**config.mk**
```make
export PLATFORM = sky130hd
export DESIGN_NAME = plab4_net_term_eject_tp
export DESIGN_NICKNAME = d
export VERILOG_FILES = /design/src/rtl/plab4_net_term_eject_tp.sv
export SDC_FILE = /design/constraint.sdc
export NUM_CORES = 1
export LEC_CHECK = 0
export BUFFER_PORTS_ARGS = -buffer_cell sky130_fd_sc_hd__buf_2
export CAP_MARGIN = 15
export CORE_MARGIN = 2
export CORE_UTILIZATION = 54
export DETAILED_ROUTE_END_ITERATION = 16
export HOLD_SLACK_MARGIN = 0.12
export PLACE_DENSITY = 0.79
export SKIP_LAST_GASP = 1
export SLEW_MARGIN = 25
export SYNTH_ARGS = -nofsm -noshare
export SYNTH_HDL_FRONTEND = slang
export SYNTH_SLANG_ARGS = --single-unit
```
**constraint.sdc**
```tcl
create_clock -name clk -period 3.7 [get_ports clk]
set_input_delay 0.185 -clock clk [delete_from_list [all_inputs] [get_ports clk]]
set_output_delay 0.185 -clock clk [all_outputs]
set_load 0.01 [all_outputs]
```
**src/rtl/plab4_net_term_eject_tp.sv**
```systemverilog
// ----------------------------------------------------------------------------
// plab4_net_term_eject_tp
//
// Terminal-side ejection endpoint for one port of the timing-protected ring.
// Each message delivered by the router is steered by the active security
// domain into one of two private FIFOs (D1 = domain 0, D2 = domain 1). Each
// FIFO drains to its own consumer interface.
//
// net_rdy depends only on the active domain and that domain's registered
// count. No consumer ready signal feeds it, so one domain's consumer cannot
// modulate the timing seen by the other domain.
//
// Messages whose dest field differs from p_router_id are accepted and then
// dropped. This sets the sticky err flag of the active domain.
//
// Ports:
//   clk, reset (async, active-low)
//   domain                        active domain (0 = D1, 1 = D2)
//   net_val / net_rdy / net_msg   router terminal-output channel
//   out_val_dk / out_rdy_dk / out_msg_dk   per-domain consumer interface
//   err_d0 / err_d1               sticky misroute flags
//   cnt_d0 / cnt_d1               saturating dequeue counters, present only
//                                 when PLAB4_NET_TERM_EJECT_STATS_EN is defined
//
// Message layout: {dest, src, opaque, payload}, so dest = msg[m-1 -: s].
// ----------------------------------------------------------------------------
module plab4_net_term_eject_tp #(
    parameter int p_payload_nbits = 32,
    parameter int p_opaque_nbits  = 3,
    parameter int p_srcdest_nbits = 3,
    parameter int p_router_id     = 0,
    parameter int p_depth         = 2,
    localparam int m = p_payload_nbits + p_opaque_nbits + 2 * p_srcdest_nbits
) (
    input  logic         clk,
    input  logic         reset,
    input  logic         domain,
    input  logic         net_val,
    output logic         net_rdy,
    input  logic [m-1:0] net_msg,
    output logic         out_val_d0,
    input  logic         out_rdy_d0,
    output logic [m-1:0] out_msg_d0,
    output logic         out_val_d1,
    input  logic         out_rdy_d1,
    output logic [m-1:0] out_msg_d1,
`ifdef PLAB4_NET_TERM_EJECT_STATS_EN
    output logic [15:0]  cnt_d0,
    output logic [15:0]  cnt_d1,
`endif
    output logic         err_d0,
    output logic         err_d1
);

    localparam int PW = (p_depth > 1) ? $clog2(p_depth) : 1;
    localparam int CW = $clog2(p_depth + 1);

    // Pointer advance with explicit wrap from p_depth-1 back to 0.
    function automatic logic [PW-1:0] ptr_inc(input logic [PW-1:0] p);
        logic [PW-1:0] r;
        if (p == PW'(p_depth - 1)) begin
            r = {PW{1'b0}};
        end else begin
            r = p + PW'(1);
        end
        return r;
    endfunction

    logic [m-1:0]  mem_q     [2][p_depth];
    logic [PW-1:0] wr_ptr_q  [2];
    logic [PW-1:0] wr_ptr_d  [2];
    logic [PW-1:0] rd_ptr_q  [2];
    logic [PW-1:0] rd_ptr_d  [2];
    logic [CW-1:0] count_q   [2];
    logic [CW-1:0] count_d   [2];
    logic          err_q     [2];
    logic          err_d     [2];
    logic          enq_s     [2];
    logic          deq_s     [2];
    logic          out_rdy_s [2];
    logic          accept_s;
    logic          dest_ok_s;
`ifdef PLAB4_NET_TERM_EJECT_STATS_EN
    logic [15:0]   cnt_q     [2];
    logic [15:0]   cnt_d     [2];
`endif

    assign out_rdy_s[0] = out_rdy_d0;
    assign out_rdy_s[1] = out_rdy_d1;

    // Handshake decode and next-state computation for both domain FIFOs.
    always_comb begin
        net_rdy   = (count_q[domain] != CW'(p_depth));
        accept_s  = net_val && net_rdy;
        dest_ok_s = (net_msg[m-1 -: p_srcdest_nbits] == p_srcdest_nbits'(p_router_id));
        for (int k = 0; k < 2; k++) begin
            wr_ptr_d[k] = wr_ptr_q[k];
            rd_ptr_d[k] = rd_ptr_q[k];
            count_d[k]  = count_q[k];
            err_d[k]    = err_q[k];
`ifdef PLAB4_NET_TERM_EJECT_STATS_EN
            cnt_d[k]    = cnt_q[k];
`endif
            // A misrouted message still completes the handshake but is never stored.
            enq_s[k] = accept_s && (domain == 1'(k)) && dest_ok_s;
            deq_s[k] = (count_q[k] != {CW{1'b0}}) && out_rdy_s[k];

            if (accept_s && (domain == 1'(k)) && !dest_ok_s) begin
                err_d[k] = 1'b1;
            end else begin
                err_d[k] = err_q[k];
            end

            if (enq_s[k]) begin
                wr_ptr_d[k] = ptr_inc(wr_ptr_q[k]);
            end else begin
                wr_ptr_d[k] = wr_ptr_q[k];
            end

            if (deq_s[k]) begin
                rd_ptr_d[k] = ptr_inc(rd_ptr_q[k]);
            end else begin
                rd_ptr_d[k] = rd_ptr_q[k];
            end

            case ({enq_s[k], deq_s[k]})
                2'b10:   count_d[k] = count_q[k] + CW'(1);
                2'b01:   count_d[k] = count_q[k] - CW'(1);
                default: count_d[k] = count_q[k];
            endcase

`ifdef PLAB4_NET_TERM_EJECT_STATS_EN
            if (deq_s[k] && (cnt_q[k] != 16'hFFFF)) begin
                cnt_d[k] = cnt_q[k] + 16'd1;
            end else begin
                cnt_d[k] = cnt_q[k];
            end
`endif
        end
    end

    // Pointer, count, error and statistics state with asynchronous reset.
    always_ff @(posedge clk or negedge reset) begin
        if (!reset) begin
            for (int k = 0; k < 2; k++) begin
                wr_ptr_q[k] <= {PW{1'b0}};
                rd_ptr_q[k] <= {PW{1'b0}};
                count_q[k]  <= {CW{1'b0}};
                err_q[k]    <= 1'b0;
`ifdef PLAB4_NET_TERM_EJECT_STATS_EN
                cnt_q[k]    <= 16'd0;
`endif
            end
        end else begin
            for (int k = 0; k < 2; k++) begin
                wr_ptr_q[k] <= wr_ptr_d[k];
                rd_ptr_q[k] <= rd_ptr_d[k];
                count_q[k]  <= count_d[k];
                err_q[k]    <= err_d[k];
`ifdef PLAB4_NET_TERM_EJECT_STATS_EN
                cnt_q[k]    <= cnt_d[k];
`endif
            end
        end
    end

    // FIFO storage. It needs no reset because validity is carried by count_q.
    always_ff @(posedge clk) begin
        for (int k = 0; k < 2; k++) begin
            if (enq_s[k]) begin
                mem_q[k][wr_ptr_q[k]] <= net_msg;
            end
        end
    end

    assign out_val_d0 = (count_q[0] != {CW{1'b0}});
    assign out_val_d1 = (count_q[1] != {CW{1'b0}});
    assign out_msg_d0 = mem_q[0][rd_ptr_q[0]];
    assign out_msg_d1 = mem_q[1][rd_ptr_q[1]];
    assign err_d0     = err_q[0];
    assign err_d1     = err_q[1];
`ifdef PLAB4_NET_TERM_EJECT_STATS_EN
    assign cnt_d0     = cnt_q[0];
    assign cnt_d1     = cnt_q[1];
`endif

endmodule

```
# --- Word-level counts from Yosys, hierarchy flattened ---
# Memory sizes are Yosys's and may differ from the RTL's.
# Cells that the tools add are included.
totals:
  register_bits: 10
  mem_bits_rw: 164
  input_bits: 47
  out_inout_bits: 87
  word_cells: 79
  mem_count: 1
mem_list:
  columns: ["memory", "words", "word_bits", "read_ports", "rd_ports_with_merged_regs", "wr", "line_no", "source"]
  rows:
  - ["mem_q", 2, 82, 2, 0, 1, "69", "logic [m-1:0] mem_q [2][p_depth];"]
classes:
  addsub: 8
  n_lt_le_gt_ge: 7
  eq_ne: 5
  n_mux: 26
  bitwise_logic: 6
  n_reduce_logical: 18
op_table:
  columns: ["op", "count"]
  rows:
  - ["two-way mux 41 bit", 8]
  - ["two-way mux 82 bit", 4]
  - ["demux 41 bit (select 1 bit)", 2]
  - ["OR reduction 82 bit", 1]
  - ["logical AND 1 bit", 11]
  - [">= comparator 2 bit, second input constant", 5]
  - ["inverter 1 -> 2 bit", 5]
  - ["one-hot mux 2 bit (2 select lines)", 2]
  - ["nonzero test 2 bit", 4]
  - ["two-way mux 1 bit", 7]
  - ["two-way mux 2 bit", 3]
  - ["adder 1 bit, second input constant", 4]
  - ["adder 2 x 1 -> 2 bit, second input constant", 2]
  - ["== test 2 x 1 -> 1 bit, second input constant", 2]
  - ["== test 2 bit, second input constant", 2]
  - ["less-than comparator 2 x 1 -> 1 bit, second input constant", 2]
  - ["subtractor 2 x 1 -> 2 bit, second input constant", 2]
  - ["logical NOT 3 bit", 1]
  - ["!= test 2 bit, second input constant", 1]
  - ["logical NOT 1 bit", 1]
  - ["inverter 1 bit", 1]

# --- Depth between registers and ports, before layout ---
depth:
  ltp_word: 12
  depth_mapped: 6
  depth_no_buf: 6

# --- Worst setup path before layout ---
# Ideal clock, no wire load.
synth_path:
  path_type: "register to register"
  from: "register count_q[2] (netlist bit)"
  to: "memory mem_q[0][0] (netlist bit) (enable)"
  setup_time_ns: 0.440
  arrival_time_ns: 2.473
  t_required_ns: 3.260
  path_slack_ns: 0.788
  stages_incl_launch_ff: 4
  n_path_buf: 0
  period_less_slack_ns: 2.912
  cell_sequence: "dfrtp_1 > nand2b_1 > nand4b_4 > nor2_1"
synth_via:
  elab_chain_len: 11
  word_cells_on_any_way: 16
  cone_classes: "eq/ne (1); mux (9); reduce/logical (6)"
synth_lines:
  columns: ["element", "line_no", "source"]
  rows:
  - ["from (decl)", "74", "logic [CW-1:0] count_q [2];"]
  - ["from (signal, indexed assignment)", "148", "count_q[k] <= {CW{1'b0}};"]
  - ["from (signal, indexed assignment)", "158", "count_q[k] <= count_d[k];"]
  - ["two-way mux 2 bit (implied by the code) * (3 in a row)", "93", "net_rdy = (count_q[domain] != CW'(p_depth));"]
  - ["!= test 2 bit *", "93", null]
  - ["logical AND 1 bit *", "94", "accept_s = net_val && net_rdy;"]
  - ["logical AND 1 bit (2 in a row)", "105", "enq_s[k] = accept_s && (domain == 1'(k)) && dest_ok_s;"]
  - ["two-way mux 1 bit", "170", "if (enq_s[k]) begin"]
  - ["two-way mux 82 bit (implied by the code)", "171", "mem_q[k][wr_ptr_q[k]] <= net_msg;"]
  - ["OR reduction 82 bit (no source line)", null, null]
  - ["two-way mux 1 bit (no source line) / two-way mux 82 bit (equally long branches)", null, null]
  - ["to (decl)", "69", null]
# Mark *: on every way between the ends. The rest lies on a longest branch, timed or not. The select of a mux whose other input is x is not followed.

# --- Worst setup path after layout ---
layout_path:
  from: "input net_msg[39]"
  to: "memory mem_q[0][122] (netlist bit) (enable)"
layout_via:
  elab_chain_len: 6
  word_cells_on_any_way: 10
  cone_classes: "mux (6); reduce/logical (4)"
layout_lines:
  columns: ["element", "line_no", "source"]
  rows:
  - ["from (decl)", "40", "input logic [m-1:0] net_msg,"]
  - ["logical NOT 3 bit *", "95", "dest_ok_s = (net_msg[m-1 -: p_srcdest_nbits] == p_srcdest_nbits'(p_router_id));"]
  - ["logical AND 1 bit", "105", null]
  - ["two-way mux 1 bit", "170", null]
  - ["two-way mux 82 bit (implied by the code)", "171", null]
  - ["OR reduction 82 bit (no source line)", null, null]
  - ["two-way mux 1 bit (no source line) / two-way mux 82 bit (equally long branches)", null, null]
# Mark *: on every way between the ends. The rest lies on a longest branch, timed or not.

==> metrics.txt <==
run status=finished, final reports clean; effective utilization at floorplan=0.559; placer's final routability congestion estimate=0.747; clock-pin slew on the worst setup and hold paths=70 ps; number of buffers added on ports=133; aggregate negative setup slack=0 ps; wire length of the first global-routing pass=roughly 19 mm; Nets=539; startpoint type of the worst setup path=primary input; R2R cell count=4; Int Power=3850 uW; share of synthesized area occupied by flip-flops and latches=0.801; final setup slack of the worst path=1240 ps; share of the synthesized area in the top cell type=0.762; startpoint of the worst register-to-register path=count_q[0]; average footprint of a synthesized cell=about 22 um2; grt ovf=0; DRC marker count from the first detailed-route iteration=216; clock buffers created by TritonCTS=17; ys async rst share=0.0575; Post-Layout Inst Area=8310 um2; cells resized by post-CTS repair=0; timing-limited maximum frequency=406 MHz; standard-cell row count=39; Period Utilization, post-route=0.665; Synthesized Nets=349; fill cell instance count of the final layout=709; startpoint of the worst setup timing path=net_msg[39]; actual slew at the worst max-slew pin=989 ps; Max VDD drop=roughly 0.42 mV; part of the total power dissipated in combinational logic=0.204; TritonCTS clock tree=done; CTS H-tree depth=4; fin crit period=2460 ps; library cell with the largest summed area after synthesis=edfxtp_1; capture instance of the worst register-to-register path=mem_q[0][122]; number of top-level design ports=134; number of distinct standard cells referenced by the synthesized netlist=20; floorplan core area=11600 um2; half-perimeter wire length of the detailed placement result=between 7 and 8 mm; maximum fanout along the worst path=32; top post-synthesis cells by area=edfxtp_1 (76%), mux2_2 (14%), dfrtp_1 (3.9%); prevailing post-synth register cell=edfxtp_1; Inserted Diodes=0; number of standard cells after synthesis=300; Setup crit end=mem_q[0][122]; first-pass iteration count of the detailed router=4; switching power total=around 1400 uW; horizontal die dimension=113 um; path type of the worst setup path=in -> reg; clock skew after layout=9.82 ps; worst-case headroom to the max-slew limit=0.341; Final Hold Violating Endpoints=0; post-placement worst setup slack=roughly 1300 ps; Clk network pwr share=0.325; number of antenna violations at the first check in global routing=0; Critical Path RT=between 3000 and 4000 ps; Final ANT Viol Nets=0; Post-Route Hold Slack=approximately 130 ps; flop and latch count out of synthesis=around 170; Routed WL per cell=19.2 um; cell with the most instances after synthesis=edfxtp_1; number of violations of the max-capacitance limit=0; clock sink total=174; Post-Synthesis Cell Area=6460 um2; clock latency at the later pin of the worst-skew pair=420 ps; count of flip-flops with a built-in enable after synthesis=164; warning count from the yosys run=0; final setup violation count=0; root buffer cell=clkbuf_16; Leak=0.00303 uW; count of final max-slew check failures=0; GRT Resource Usage Total=0.202; critical path capture point type=flop; routed vias=3396; signed area change from the synthesized netlist to the final layout=28.6%; total power density per cell area=635 nW/um2; number of design rule violations left after detail routing=0; number of global-route vias before repair=between 3000 and 4000; switching part of the total power=0.270; pin count of the biggest net entering global routing=43; synth cell count leaders=edfxtp_1 (164), mux2_2 (83), dfrtp_1 (10), buf_4 (8), nor2_1 (6); Min-Delay Path Class=in -> reg; buffer count from post-CTS setup fixing=0; share of layout cells above drive strength 1=0.519; number of buffers on the longest clock path=2; chip height=between 100 and 150 um; area of the die=12900 um2; Reg power frac=0.471; detailed-route wire length=12.4 mm; r2r setup slk=1460 ps; RSZ-0062 raised after global routing=false; Post-DP Area=between 7000 and 8000 um2; Vias per Instance=5.26; worst endpoint data arrival time=roughly 2600 ps
routing by layer:
| metal | part of all wire | global-route usage | routed length, um |
|---|---|---|---|
| met3 | 0.068 | 0.0590 | 841 |
| met2 | 0.49 | 0.320 | 6090 |
| met4 | 0.015 | 0.0764 | 191 |
| met1 | 0.43 | 0.269 | 5300 |
| met5 | 0 | 0 | 0 |
area by class of cell:
| type | count | area, um2 | area share |
|---|---|---|---|
| clock buffers | 18 | 429 | 0.0516 |
| clock inverters | 14 | 141 | 0.0170 |
| inverters | 2 | 7.51 | 0.000903 |
| multi-input cells | 114 | 1240 | 0.149 |
| flip-flops and latches | 174 | 5180 | 0.623 |
| well taps | 143 | 179 | 0.0215 |
| repair buffers | 181 | 1140 | 0.137 |
how the worst min path moves through the flow:
stage | from | to | slack, ps | cells after the start
6_report | net_val | err_d0 | 130 | 3
5_1_grt | net_val | err_d0 | 140 | 3
4_1_cts | out_rdy_d1 | rd_ptr_q[0] | 120 | 3
3_5_place_dp | reset | count_q[0] | 70 | 1
3_3_place_gp | reset | count_q[1] | 70 | 1
2_1_floorplan | reset | count_q[0] | -110 | 0
cell usage in the layout, fill, tap and decap left out, types with 2 or more instances in the layout:
cell type | synthesis | routed
ha_1 | 2 | 2
dlygate4sd3_1 | 0 | 44
nor2_1 | 6 | 2
nor2_4 | 0 | 4
nand2b_1 | 2 | 2
xor2_1 | 4 | 4
bufinv_16 | 0 | 2
inv_1 | 2 | 2
dfrtp_1 | 10 | 8
inv_6 | 0 | 3
and2_1 | 2 | 2
buf_4 | 8 | 4
xnor2_1 | 4 | 4
clkbuf_16 | 0 | 17
o21bai_1 | 2 | 2
xnor2_2 | 2 | 2
clkinv_2 | 0 | 4
mux2_2 | 83 | 83
buf_2 | 2 | 133
edfxtp_1 | 164 | 164
or2_1 | 2 | 2
clkinvlp_4 | 0 | 3
kinds of logic (layout without fill, tap and decap cells):
group	count (synthesis)	after routing	share of synthesized area
AND/OR/NAND/NOR	17	17	0.0207
adder cells (fa/ha/maj)	2	2	0.00387
XOR/XNOR	10	10	0.0159
flip-flops	174	174	0.801
AO/OA/AOI/OAI	2	2	0.00232
multiplexers	83	83	0.145
buffers and inverters	12	215	0.0120
critical path: stages:
cell and delay, ps:
dlygate4sd3_1 540, buf_2 160, nor3_4 350, nand4_4 220, nor2_4 770, buf_4 330
power by group through the flow:
stage / Sequential, uW / Clock, uW / Combinational [uW]
2_1_floorplan: 2320 / 0 / 858
3_3_place_gp: 2510 / 0 / 1030
3_5_place_dp: 2530 / 0 / 1040
4_1_cts: 2490 / 1740 / 1090
5_1_grt: 2500 / 1820 / 1150
6_report: 2490 / 1710 / 1080
flip-flops by register name, summed over array words and instances (netlist names):
name      flops
wr_ptr_q      2
mem_q       164
err_d0        1
err_d1        1
count_q       4
rd_ptr_q      2
per-stage QoR:
stage,util,cells,total power (uW)
floorplan,-,300,3170
global placement,0.631,570,3540
detailed placement,0.631,570,3570
CTS,0.719,646,5310
global route,0.719,646,5470
finish,0.719,646,5280
repair_timing:
item                                    in CTS  in global routing
endpoints found under the setup margin       0                  0
hold endpoints to repair                   175                  0
hold buffers                                44                  0
Note: power is estimated with default switching activity, not from simulation.
